[config.mk]
export PLATFORM = sky130hd
export DESIGN_NAME = am2940_control
export DESIGN_NICKNAME = d
export VERILOG_FILES = /design/src/rtl/am2940_control.sv
export SDC_FILE = /design/constraint.sdc
export NUM_CORES = 1
export LEC_CHECK = 0
export BUFFER_PORTS_ARGS = -buffer_cell sky130_fd_sc_hd__buf_2
export CORE_MARGIN = 2
export CORE_UTILIZATION = 45
export CTS_CLUSTER_SIZE = 28
export DETAILED_ROUTE_END_ITERATION = 10
export PLACE_DENSITY = 0.75
export SLEW_MARGIN = 20
export SYNTH_ARGS = -nofsm -noshare
export SYNTH_HDL_FRONTEND = slang
export SYNTH_SLANG_ARGS = --single-unit
[constraint.sdc]
create_clock -name clk -period 2.5 [get_ports clk]
set_input_delay 0.5 -clock clk [delete_from_list [all_inputs] [get_ports clk]]
set_output_delay 0.5 -clock clk [all_outputs]
set_load 0.005 [all_outputs]
[src/rtl/am2940_control.sv]
// Am2940-style DMA control stage: instruction decode, control/address/word-count registers, transfer countdown.
// Latency: register updates, load pulse, done and read-back one cycle after sampling; addr_enable is combinational; no backpressure.
module am2940_control #(
    parameter int WIDTH = 4
) (
    input  logic             clk,
    input  logic             res,
    input  logic             instr_valid,
    input  logic [2:0]       instr,
    input  logic [WIDTH-1:0] data_in,
    input  logic             aci,
    input  logic             addr_carry,
    output logic             addr_load,
    output logic             addr_enable,
    output logic             addr_up,
    output logic [WIDTH-1:0] addr_data,
    output logic [WIDTH-1:0] data_out,
    output logic             oe,
    output logic [WIDTH-1:0] wc_out,
    output logic [2:0]       cr_out,
    output logic             done
);
    localparam logic [2:0] OP_NOP    = 3'd0;
    localparam logic [2:0] OP_WRCR   = 3'd1;
    localparam logic [2:0] OP_LDADR  = 3'd2;
    localparam logic [2:0] OP_LDWC   = 3'd3;
    localparam logic [2:0] OP_REINIT = 3'd4;
    localparam logic [2:0] OP_ENCNT  = 3'd5;
    localparam logic [2:0] OP_RDCR   = 3'd6;
    localparam logic [2:0] OP_RDWC   = 3'd7;

    typedef enum logic [1:0] {
        ST_IDLE   = 2'd0,
        ST_ACTIVE = 2'd1,
        ST_DONE   = 2'd2
    } state_t;

    state_t           state;
    logic [2:0]       cr;
    logic [WIDTH-1:0] addr_reg;
    logic [WIDTH-1:0] wc_reg;
    logic [WIDTH-1:0] wc;
    logic             is_reinit;
    logic             cfg_ok;
    logic             wc_is_one;
    logic             terminate;

    assign is_reinit   = instr_valid && (instr == OP_REINIT);
    assign cfg_ok      = (state != ST_ACTIVE);
    assign wc_is_one   = (wc == WIDTH'(1));
    // REINIT pre-empts a same-cycle transfer so the reload is not followed by a decrement.
    assign addr_enable = (state == ST_ACTIVE) && aci && !is_reinit;

    assign addr_up = ~cr[2];
    assign cr_out  = cr;
    assign wc_out  = wc;
    assign done    = (state == ST_DONE);

    always_comb begin
        terminate = 1'b0;
        case (cr[1:0])
            2'b00:   terminate = wc_is_one;
            2'b01:   terminate = addr_carry;
            2'b10:   terminate = wc_is_one || addr_carry;
            default: terminate = 1'b0;
        endcase
    end

    always_ff @(posedge clk or posedge res) begin
        if (res) begin
            state     <= ST_IDLE;
            cr        <= '0;
            addr_reg  <= '0;
            wc_reg    <= '0;
            wc        <= '0;
            addr_load <= 1'b0;
            addr_data <= '0;
            data_out  <= '0;
            oe        <= 1'b0;
        end else begin
            addr_load <= 1'b0;
            oe        <= 1'b0;

            if (addr_enable) begin
                wc <= wc - WIDTH'(1);
                if (terminate)
                    state <= ST_DONE;
            end

            if (instr_valid) begin
                case (instr)
                    OP_WRCR: begin
                        if (cfg_ok)
                            cr <= data_in[2:0];
                    end
                    OP_LDADR: begin
                        if (cfg_ok) begin
                            addr_reg  <= data_in;
                            addr_data <= data_in;
                            addr_load <= 1'b1;
                        end
                    end
                    OP_LDWC: begin
                        if (cfg_ok) begin
                            wc_reg <= data_in;
                            wc     <= data_in;
                        end
                    end
                    OP_REINIT: begin
                        wc        <= wc_reg;
                        addr_data <= addr_reg;
                        addr_load <= 1'b1;
                        state     <= ST_IDLE;
                    end
                    OP_ENCNT: begin
                        // Count-limited modes with nothing to transfer terminate immediately.
                        if (cfg_ok)
                            state <= ((wc == '0) && !cr[0]) ? ST_DONE : ST_ACTIVE;
                    end
                    OP_RDCR: begin
                        data_out <= WIDTH'(cr);
                        oe       <= 1'b1;
                    end
                    OP_RDWC: begin
                        data_out <= wc;
                        oe       <= 1'b1;
                    end
                    OP_NOP:  ;
                    default: ;
                endcase
            end
        end
    end
endmodule

==> results by group <==
Yosys
  • Post-Syn Area: 1390 sq um
  • Syn avg cell area: about 12 sq um
  • Yosys warning count: 0
  • Simple-gate share of the synthesized area: between 15 and 20%
  • Synth Area in Adders: under 10%
  • Post-synth top flop: dfrtp_1
  • Synth unique cells: 38
  • Most frequently used cell type in the post-synthesis netlist: dfrtp_1
  • Mux contribution to synthesized area: roughly 18%
  • Share of the yosys chip area belonging to registers: ~49%
  • Xor-xnor portion of the synthesized cell area: about 1.9%
  • Count of state elements after synthesis: 27
  • Dominant cells by area after synthesis: dfrtp_1, mux2_2, mux2_4
  • Post-synth net total: about 140
  • Main combinational cell family by area after synthesis: multiplexers
  • Compound-cell area share of the yosys netlist: under 10%
  • Number of synthesized flops with an enable pin: 0
  • Async SR Flop Fraction: 100%
  • Synthesized netlist cell count: between 100 and 150
  • Post-synth top area share: about half
  • Synth area leader: dfrtp_1
  • Commonest cells post-synth: dfrtp_1, mux2_2, nand2_1

Clocking
  • Worst-Skew Late Latency: between 0.3 and 0.4 ns
  • H-tree Lvls: 1
  • Total CTS buffers: 3
  • Cts repair resizes: 0
  • Clock slew at reported path FFs: approximately 0.15 ns
  • Clock tree buffer depth: 2
  • Clock Sink Count: 27
  • CTS Hold Buffers Added: 0
  • Postcts setup bufs: 0
  • TritonCTS clock tree: yes
  • Clock root buffer: clkbuf_4

Power
  • Power per standard cell area: ~990 nW/um^2
  • Switching portion of total power: a little over a third
  • Cell-internal power: ~1.0 mW
  • Maximum vdd drop: roughly 0.57 mV
  • Seq pwr share: between 50 and 60%
  • Leak Pwr: ~0.8 nW
  • Clock network power share: between 10 and 15%
  • Part of the power in combinational logic: 36.9%
  • NetSw: around 0.56 mW

STA
  • Setup TNS: 0 ns
  • PnR worst setup slack: 0.550 ns
  • Slew Limit Fails: 0
  • Final setup fails: 0
  • WHS: just under 0.2 ns
  • Peak Freq: approximately 0.51 GHz
  • Clock Skew: 0.00728 ns
  • Slew HR: between 50% and 60%
  • Final min period: 1.95 ns
  • Actual slew at the worst max-slew pin: 0.630 ns
  • Ratio of final minimum period to clock period: between 70 and 80%
  • Final Hold Vio Count: 0
  • RSZ-0062 raised after global routing: false

Job
  • Max Cap Viol: 0

Placed design
  • Detailed placement HPWL: roughly 2.2 mm
  • IO Port Bufs: 31
  • Post-DP Area: 1560 sq um
  • Pre-CTS setup slack: just under 0.5 ns
  • GP Congestion: 0.788

Worst setup path
  • Worst Setup Start Kind: register
  • Worst-path fanout max: 6
  • Critical Path AT: 1.45 ns
  • CP max stage cell: dfrtp_1
  • Crit path capture type: output pin
  • Ordered cell list for the critical path: and3b_1 > and2_1 > buf_2
  • CP required: roughly 2 ns
  • Crit-path max cell delay: approximately 0.46 ns
  • Critical path type: reg2out

Layout
  • Share of cells above drive strength 1: between 40% and 50%
  • Diodes inserted: 0
  • Design area: between 1500 and 2000 sq um
  • Area grow syn2layout: 14.6%
  • Fillcell total: just under 300
  • Final nets: 168

Min path
  • Hold Crit Class: in2async

Status
  • Status: complete, no violations

Global route
  • First-pass GRT wire length: 4.69 mm
  • Grt total ovfl: 0
  • Initial antenna violation count: 0
  • Largest net degree at the start of global routing: 28
  • Vias in the first global route: 1,002
  • Gr usage total: approximately 18%

Routing
  • Drt drc: 0
  • Vias: 1,013
  • DR vias/cell: roughly 5.5
  • Initial DRC Count: 31
  • Wire per inst: around 16 microns
  • Final WL: ~2.9 mm
  • DRT Pass-1 Iters: 4
  • Antenna-violating nets left: 0

Die
  • Die H: a little under 60 microns
  • Die X: roughly 60 microns
  • Initial cell density of the core: between 40% and 50%
  • Die area: 3550 sq um
  • # IOs: 32
  • Site row count: 20
  • Core box area: approximately 3000 sq um
==> logic make-up after synthesis <==
group,count (synthesis)
compound gates,19
xor+xnor,3
fa+ha+maj,3
buf+inv,12
flops,27
mux,21
simple gates,35
==> area by class of cell <==
cell class / instances / area [sq um] / area share, %
Tap cell: 33 / 41.3 / 2.59
Inverter: 8 / 30.0 / 1.89
Clock inverter: 1 / 7.51 / 0.472
Multi-Input combinational cell: 81 / 652 / 41.0
Sequential cell: 27 / 676 / 42.5
Clock buffer: 3 / 22.5 / 1.42
Timing Repair Buffer: 32 / 163 / 10.2
==> power groups by stage <==
| stage | Clock (mW) | Sequential (mW) | Combinational, mW |
|---|---|---|---|
| 2_1_floorplan | 0 | 0.771 | 0.374 |
| 3_3_place_gp | 0 | 0.793 | 0.557 |
| 3_5_place_dp | 0 | 0.804 | 0.586 |
| 4_1_cts | 0.203 | 0.797 | 0.587 |
| 5_1_grt | 0.215 | 0.824 | 0.657 |
| 6_report | 0.194 | 0.799 | 0.580 |
==> worst max-delay path, delay by kind of cell, from the launching register on <==
family	cells	cell delay, ns
and+or+nand+nor	2	0.55
DFF	1	0.46
buffers and inverters	1	0.12
==> final timing paths <==
path                                   from           end  slack (ns)  depth (start not counted)
worst max-delay path               state[1]   addr_enable        0.55                          3
worst min register to register  data_out[0]   data_out[0]        0.49                          2
worst min-delay path                    res  addr_data[0]        0.20                          3
min in group clk                 data_in[3]     wc_reg[3]        0.45                          2
max in group asynchronous               res   data_out[0]        2.04                          3
worst max register to register     state[0]  addr_data[0]        0.74                          4
==> cells in the final DEF (no fill, tap or decap), types with 2 or more instances in the layout <==
master	Yosys	final
clkbuf_4	0	3
nor2_1	5	5
nand2_1	11	11
mux2_2	15	15
inv_1	8	8
nand3_1	2	2
dfrtp_1	27	27
nor3_1	2	2
xor2_1	2	2
a21oi_1	2	2
mux2i_1	2	2
a22oi_1	3	3
mux2_4	4	4
ha_1	3	3
buf_2	1	31
o21ai_0	7	7
o22ai_1	3	3
==> per-layer routing <==
| metal | part of all wire (%) | vias up | global-route usage [%] |
|---|---|---|---|
| met5 | 0 | - | 0 |
| met4 | 0.44 | 0 | 1.90 |
| met3 | 5.7 | 2 | 3.93 |
| met2 | 48 | 41 | 31.6 |
| met1 | 46 | 489 | 22.7 |
| li1 | - | 481 | - |
==> per-stage QoR <==
step	std cells	power [mW]	util, %
2_1_floorplan	120	1.15	-
3_3_place_gp	181	1.35	52.0
3_5_place_dp	181	1.39	52.0
4_1_cts	185	1.59	53.0
5_1_grt	185	1.70	53.0
6_report	185	1.57	53.0
Power figures use the tool's default switching activity.
